**src/rtl/main_fsm_pkg.sv**
```systemverilog
// Shared state encoding, opcode values and datapath select constants for main_fsm.
package main_fsm_pkg;

  localparam int unsigned STATE_W = 4;
  localparam int unsigned OP_W    = 2;
  localparam int unsigned FUNCT_W = 6;
  localparam int unsigned SEL_W   = 2;

  // State encoding (FETCH must be zero)
  localparam logic [STATE_W-1:0] S_FETCH    = 4'd0;
  localparam logic [STATE_W-1:0] S_DECODE   = 4'd1;
  localparam logic [STATE_W-1:0] S_MEMADR   = 4'd2;
  localparam logic [STATE_W-1:0] S_MEMRD    = 4'd3;
  localparam logic [STATE_W-1:0] S_MEMWB    = 4'd4;
  localparam logic [STATE_W-1:0] S_MEMWR    = 4'd5;
  localparam logic [STATE_W-1:0] S_EXECUTER = 4'd6;
  localparam logic [STATE_W-1:0] S_EXECUTEI = 4'd7;
  localparam logic [STATE_W-1:0] S_ALUWB    = 4'd8;
  localparam logic [STATE_W-1:0] S_BRANCH   = 4'd9;
  localparam logic [STATE_W-1:0] S_UNKNOWN  = 4'd10;

  // Instruction classes
  localparam logic [OP_W-1:0] OP_DP  = 2'b00;
  localparam logic [OP_W-1:0] OP_MEM = 2'b01;
  localparam logic [OP_W-1:0] OP_BR  = 2'b10;
  localparam logic [OP_W-1:0] OP_ILL = 2'b11;

  // ALUSrcB selects
  localparam logic [SEL_W-1:0] SRCB_REG  = 2'b00;
  localparam logic [SEL_W-1:0] SRCB_IMM  = 2'b01;
  localparam logic [SEL_W-1:0] SRCB_FOUR = 2'b10;

  // ResultSrc selects
  localparam logic [SEL_W-1:0] RES_ALUOUT = 2'b00;
  localparam logic [SEL_W-1:0] RES_RDATA  = 2'b01;
  localparam logic [SEL_W-1:0] RES_ALU    = 2'b10;

  // Control word produced for each state
  typedef struct packed {
    logic             ir_write;
    logic             next_pc;
    logic             branch;
    logic             reg_w;
    logic             mem_w;
    logic             adr_src;
    logic             alu_src_a;
    logic [SEL_W-1:0] alu_src_b;
    logic             alu_op;
    logic [SEL_W-1:0] result_src;
    logic             illegal;
  } ctrl_t;

endpackage

```
**src/rtl/main_fsm_outdec.sv**
```systemverilog
// Moore output decoder: maps a state code to its datapath control word.
module main_fsm_outdec
  import main_fsm_pkg::*;
(
  input  logic [STATE_W-1:0] state,
  output ctrl_t              ctrl
);

  // Per-state control word; anything not named stays 0
  always_comb begin
    ctrl = '0;
    case (state)
      S_FETCH: begin
        ctrl.ir_write   = 1'b1;
        ctrl.next_pc    = 1'b1;
        ctrl.adr_src    = 1'b0;
        ctrl.alu_src_a  = 1'b1;
        ctrl.alu_src_b  = SRCB_FOUR;
        ctrl.alu_op     = 1'b0;
        ctrl.result_src = RES_ALU;
      end
      S_DECODE: begin
        ctrl.alu_src_a  = 1'b1;
        ctrl.alu_src_b  = SRCB_FOUR;
        ctrl.alu_op     = 1'b0;
        ctrl.result_src = RES_ALU;
      end
      S_MEMADR: begin
        ctrl.alu_src_a  = 1'b0;
        ctrl.alu_src_b  = SRCB_IMM;
        ctrl.alu_op     = 1'b0;
      end
      S_MEMRD: begin
        ctrl.adr_src    = 1'b1;
        ctrl.result_src = RES_ALUOUT;
      end
      S_MEMWR: begin
        ctrl.adr_src    = 1'b1;
        ctrl.result_src = RES_ALUOUT;
        ctrl.mem_w      = 1'b1;
      end
      S_MEMWB: begin
        ctrl.result_src = RES_RDATA;
        ctrl.reg_w      = 1'b1;
      end
      S_EXECUTER: begin
        ctrl.alu_src_a  = 1'b0;
        ctrl.alu_src_b  = SRCB_REG;
        ctrl.alu_op     = 1'b1;
      end
      S_EXECUTEI: begin
        ctrl.alu_src_a  = 1'b0;
        ctrl.alu_src_b  = SRCB_IMM;
        ctrl.alu_op     = 1'b1;
      end
      S_ALUWB: begin
        ctrl.result_src = RES_ALUOUT;
        ctrl.reg_w      = 1'b1;
      end
      S_BRANCH: begin
        ctrl.alu_src_a  = 1'b0;
        ctrl.alu_src_b  = SRCB_IMM;
        ctrl.alu_op     = 1'b0;
        ctrl.result_src = RES_ALU;
        ctrl.branch     = 1'b1;
      end
      S_UNKNOWN: begin
        ctrl.illegal    = 1'b1;
      end
      default: ctrl = '0;
    endcase
  end

endmodule

```
**src/rtl/main_fsm.sv**
```systemverilog
// Multicycle main control FSM: state register, next-state logic and reset gating.
module main_fsm
  import main_fsm_pkg::*;
#(
  parameter bit USE_MEM_READY = 1'b1
) (
  input  logic               clk,
  input  logic               reset,
  input  logic [OP_W-1:0]    Op,
  input  logic [FUNCT_W-1:0] Funct,
  input  logic               MemReady,
  output logic               IRWrite,
  output logic               NextPC,
  output logic               Branch,
  output logic               RegW,
  output logic               MemW,
  output logic               AdrSrc,
  output logic               ALUSrcA,
  output logic [SEL_W-1:0]   ALUSrcB,
  output logic               ALUOp,
  output logic [SEL_W-1:0]   ResultSrc,
  output logic               Illegal
);

  logic [STATE_W-1:0] state_q;
  logic [STATE_W-1:0] state_d;
  logic [STATE_W-1:0] dec_state;
  logic               mem_ready;
  logic               unused_funct;
  ctrl_t              ctrl;

  // Funct bits between I and L carry no meaning for sequencing
  assign unused_funct = ^Funct[FUNCT_W-2:1];

  // With the handshake disabled every memory access completes in one cycle
  assign mem_ready = (USE_MEM_READY == 1'b0) || MemReady;

  // State register with synchronous reset
  always_ff @(posedge clk) begin
    if (reset) state_q <= S_FETCH;
    else       state_q <= state_d;
  end

  // Next-state logic; Op/Funct only matter in DECODE and MEMADR
  always_comb begin
    state_d = S_FETCH;
    case (state_q)
      S_FETCH:  state_d = S_DECODE;
      S_DECODE: begin
        case (Op)
          OP_DP:   state_d = Funct[FUNCT_W-1] ? S_EXECUTEI : S_EXECUTER;
          OP_MEM:  state_d = S_MEMADR;
          OP_BR:   state_d = S_BRANCH;
          default: state_d = S_UNKNOWN;
        endcase
      end
      S_MEMADR:   state_d = Funct[0] ? S_MEMRD : S_MEMWR;
      S_MEMRD:    state_d = mem_ready ? S_MEMWB : S_MEMRD;
      S_MEMWR:    state_d = mem_ready ? S_FETCH : S_MEMWR;
      S_MEMWB:    state_d = S_FETCH;
      S_EXECUTER: state_d = S_ALUWB;
      S_EXECUTEI: state_d = S_ALUWB;
      S_ALUWB:    state_d = S_FETCH;
      S_BRANCH:   state_d = S_FETCH;
      S_UNKNOWN:  state_d = S_FETCH;
      default:    state_d = S_FETCH;
    endcase
  end

  // During reset the selects present their FETCH values
  assign dec_state = reset ? S_FETCH : state_q;

  main_fsm_outdec u_outdec (
    .state (dec_state),
    .ctrl  (ctrl)
  );

  // Enables are suppressed while reset is asserted
  assign IRWrite   = ctrl.ir_write & ~reset;
  assign NextPC    = ctrl.next_pc  & ~reset;
  assign Branch    = ctrl.branch   & ~reset;
  assign RegW      = ctrl.reg_w    & ~reset;
  assign MemW      = ctrl.mem_w    & ~reset;
  assign Illegal   = ctrl.illegal  & ~reset;
  assign AdrSrc    = ctrl.adr_src;
  assign ALUSrcA   = ctrl.alu_src_a;
  assign ALUSrcB   = ctrl.alu_src_b;
  assign ALUOp     = ctrl.alu_op;
  assign ResultSrc = ctrl.result_src;

endmodule

```
**config.mk**
```make
export PLATFORM = sky130hd
export DESIGN_NAME = main_fsm
export DESIGN_NICKNAME = d
export VERILOG_FILES = /design/src/rtl/main_fsm_pkg.sv /design/src/rtl/main_fsm_outdec.sv /design/src/rtl/main_fsm.sv
export SDC_FILE = /design/constraint.sdc
export NUM_CORES = 1
export LEC_CHECK = 0
export BUFFER_PORTS_ARGS = -buffer_cell sky130_fd_sc_hd__buf_2
export CORE_AREA = 2 2 44 46
export CTS_CLUSTER_SIZE = 20
export DETAILED_ROUTE_END_ITERATION = 12
export DIE_AREA = 0 0 46 48
export PLACE_DENSITY_LB_ADDON = 0.1
export SYNTH_ARGS = -nofsm -noshare
export SYNTH_HDL_FRONTEND = slang
export SYNTH_SLANG_ARGS = --single-unit
```
**constraint.sdc**
```tcl
create_clock -name clk -period 2.3 [get_ports clk]
set_input_delay 0.23 -clock clk [delete_from_list [all_inputs] [get_ports clk]]
set_output_delay 0.23 -clock clk [all_outputs]
set_load 0.02 [all_outputs]
```
### Word-level counts from Yosys, hierarchy flattened

Cells that the tools add are included.

* bits in registers: 4
* output and inout bits: 13
* word-level logic and storage cells: 50

* equality and inequality tests: 18
* mux-type cells: 15
* bitwise gates (word level): 7
* reduce and logical (&&, ||, !) cells: 9

Operator list (count)
* $eq 4x3->1 const B: 7
* $pmux 4 s6: 1
* $eq 4x2->1 const B: 4
* $pmux 4 s4: 1
* $eq 4x4->1 const B: 3
* $pmux 4 s3: 1
* $reduce_or 2->1: 5
* $mux 3: 3
* $eq 4x1->1 const B: 2
* $logic_not 4->1: 2
* $and 1x1->1: 6
* $mux 1: 6
* $mux 4: 1
* $pmux 2 s2: 1
* $reduce_or 3->1: 1
* $eq 2x1->1 const B: 1
* $eq 2x2->1 const B: 1
* $logic_not 2->1: 1
* $mux 2: 1
* $not 1->1: 1

### Depth between registers and ports, before layout

* depth in word-level cells: 5
* mapped depth: 5
* mapped depth without buffers: 3

### Hierarchy

From an unflattened synthesis, not the netlist that was laid out.

* cell total of the unflattened synthesis: 63
* area total of the unflattened synthesis: 520.5 um^2

By module, submodules not included
* main_fsm: times used 1, cells each 40, area an instance 320.3 um^2, sequential area each 80.1 um^2
* main_fsm_outdec: times used 1, cells each 23, area an instance 200.2 um^2, sequential area each 0.0 um^2

### Least setup slack after synthesis

Ideal clock, no wire load.

* path type: register to output
* start: reg state_q[2]
* end: out NextPC
* data arrival time: 1354 ps
* path slack: 716 ps
* cell stages (with the launch flop): 5
* cells stage by stage: dfxtp_1 > buf_6 > or3_4 > nor3_2 > buf_4

* longest elaborated chain between the ends: 4

Ends and longest elaborated chain
* start, declared: RTL line main_fsm.sv:25 `logic [STATE_W-1:0] state_q;`
* start signal, assigned: RTL line main_fsm.sv:41 `else state_q <= state_d;`
* $mux 4: RTL line main_fsm.sv:71 `assign dec_state = reset ? S_FETCH : state_q;`
* $logic_not 4->1: RTL line main_fsm_outdec.sv:12 `case (state)`
* $mux 2: RTL line main_fsm_outdec.sv:12
* $and 1x1->1: RTL line main_fsm.sv:80 `assign NextPC = ctrl.next_pc & ~reset;`
* end, declared: RTL line main_fsm.sv:13 `output logic NextPC,`

No other way between the ends.

### Final worst setup path

* start: reg state_q[1]
* end: out ALUSrcB[0]

* longest elaborated chain between the ends: 4
* elaborated cells between the ends (all ways): 10
* those cells by class: eq/ne: 5; mux: 2; reduce/logical: 3

Ends and longest elaborated chain
* $mux 4 (*): RTL line main_fsm.sv:71
* $eq 4x2->1, or another cell as far along: RTL line main_fsm_outdec.sv:12
* $reduce_or 2->1 (no line)
* $pmux 4 s4 (*): RTL line main_fsm_outdec.sv:12
* end, declared: RTL line main_fsm.sv:19 `output logic [SEL_W-1:0] ALUSrcB,`

Mark *: on every way between the ends. The rest lies on a longest branch, timed or not.

==> key figures <==
Status
  – Outcome: complete, no violations

Floorplanning
  – Initial Util: 24.4%
  – Total core area: ~0.0017 mm^2
  – Boundary Pins: 24
  – Die Wd: between 40 and 50 um
  – Rows: 15
  – Die H: 48 um
  – Die ar.: about 0.0022 mm^2

Synthesis
  – Synth Net Count: 62
  – Number of enable flip-flop cells after synthesis: 0
  – Predominant post-synthesis flop cell: dfxtp_1
  – Synth Register Bits: 4
  – Cells after Synth: 51
  – Post-Syn Area: 412 um^2
  – Post-synthesis sequential area ratio: 19.5%
  – Synth Warn #: 0
  – Count of cell types in the netlist: 26
  – Mean Syn Cell Area: 8.07 um^2
  – Async SR Flop Fraction: 0%

Worst setup path
  – CP max stage delay: 690 ps
  – Worst path bufs/invs: 2
  – R2r setup slk: 980 ps
  – Critical Path AT: between 1500 and 2000 ps
  – Critical path required time: 2070 ps
  – Startpoint types: flip-flop
  – CP max FO: 18
  – Highest-delay cell along the critical path: dfxtp_1
  – CP top delay family: flip-flops
  – Critical path class: reg2out
  – Critical-path cell list: inv_1 > o32a_1 > nor2_1 > buf_2
  – Critical path endpoint category: primary output

Layout
  – Final Cell Area: 497 um^2
  – N_diodes: 0
  – Area of the multi-input gates: 274 um^2
  – Most common cell after layout, fill and taps aside: buf_2
  – Layout area overhead: 20.7%
  – Largest register by flop count: state_q
  – Largest regs: state_q x4
  – Most frequent cells in the layout: buf_2 (19), nor2_1 (6), nor3_1 (4), dfxtp_1 (4)
  – Finished Layout Cells: 84
  – Register area: 80.1 um^2
  – Flip-flop count of the largest register after layout: 4
  – Layout cells sized above 1: between 40% and 50%
  – Nets@finish: 80
  – # fillers: 199

Placement
  – Cell Count Post-Placement: 81
  – DPL Wire Length: 666 um
  – Final RePlAce weighted congestion: 0.671
  – I/O Buffers: 19
  – Area after DPL: 474 um^2
  – Pre-CTS setup slack: 665 ps

Pwr
  – Worst vdd ir: approximately 0.18 mV
  – Leakage: approximately 0.22 nW
  – Pwr Density: 629 mW/mm^2

Detailed routing
  – Total Routed Length: slightly above 900 um
  – Vias per std cell: 4.87
  – WL/cell: approximately 11 um
  – Vias: 409
  – DR iter-0 viols: 2
  – Remaining DRCs: 0
  – Post-route ant nets: 0
  – DRT Pass-1 Iters: 4

GRT
  – First-pass GRT wire length: 1500 um
  – Total GRT Usage: 9.30%
  – Largest net degree at the start of global routing: 19
  – GRT overflow: 0
  – Met1 global-route usage: a little under an eighth
  – Antenna violations before repair: 0
  – GR peak layer: met2
  – Number of global-route vias before repair: 367
  – Routing usage on met3: roughly 1.1%
  – GR Util met2: 15.3%

Timing
  – Final period util: 82.2%
  – Setup WS post-layout: 410 ps
  – Final Max Slew Viols: 0
  – Min cycle time layout: around 1900 ps
  – Fmax: 529 MHz
  – Worst relative slew slack: 60.5%
  – Final setup viols: 0
  – Setup TNS: 0 ps
  – Final hold vios: 0
  – RSZ-0062 raised after global routing: no
  – Worst Hold Slack: 288 ps
  – Clock skew: 0.335 ps
  – Least-Margin Pin Slew: 592 ps

Clock network
  – CTS buffer count: 3
  – Clk_lat worst skew: 230 ps
  – Htree depth: 1
  – # resized after CTS: 0
  – CTS root buf: clkbuf_4
  – Clock Tree Buf Depth: 2
  – Reg clk slew, reported paths: 40 ps
  – Post-CTS Setup Inserts: 0
  – CTS tree: yes
  – Hold Buf Count CTS: 0
  – CTS Sinks: 4

Run
  – Max_cap viols: 0

Worst hold path
  – Hold Crit Class: in2reg
-- metrics by stage --
step | total power [mW] | util, %
2_1_floorplan | 0.214 | -
3_3_place_gp | 0.231 | 28.1
3_5_place_dp | 0.230 | 28.1
4_1_cts | 0.317 | 29.4
5_1_grt | 0.338 | 29.4
6_report | 0.312 | 29.4
-- report_power, final --
group / internal (mW) / total [mW] / switching, mW
Sequential: 0.0785 / 0.112 / 0.0332
Clock: 0.0582 / 0.0846 / 0.0264
Combinational: 0.0529 / 0.116 / 0.0632
Total: 0.190 / 0.312 / 0.123
-- routing by layer --
metal | routed length, um | part of all wire [%]
met1 | 445 | 48
met2 | 427 | 46
met3 | 51 | 5.5
met4 | 0 | 0
met5 | 0 | 0
-- logic make-up after synthesis --
group,Yosys count,share of synthesized area (%)
simple gates,27,42.9
compound gates,10,17.3
buf+inv,7,14.0
flops,4,19.5
xor+xnor,3,6.38
-- synthesized netlist by cell type (all sizes together), types with 2 or more instances --
cell type	count	area share, %
buf	6	13
nor2	6	5.5
nor3	6	9.7
dfxtp	4	19
a21oi	3	3.6
nand2b	3	4.6
o21ai	3	3.6
nand2	2	1.8
nor4	2	3.0
or2	2	3.0
xor2	2	4.3
-- worst paths after layout --
| check | start | endpoint | cells past startpoint |
|---|---|---|---|
| worst max-delay path | state_q[1] | ALUSrcB[0] | 4 |
| worst min register to register | state_q[3] | state_q[3] | 1 |
| worst max register to register | state_q[1] | state_q[1] | 3 |
| worst min-delay path | reset | state_q[3] | 2 |
-- area by class of cell --
type | instances | area share [%]
inverter | 1 | 0.756
sequential | 4 | 16.1
tap | 17 | 4.28
timing repair buffer | 19 | 19.1
multi-input combinational | 40 | 55.2
clock buffer | 3 | 4.53
No activity file was read; power rests on OpenSTA's default activity.
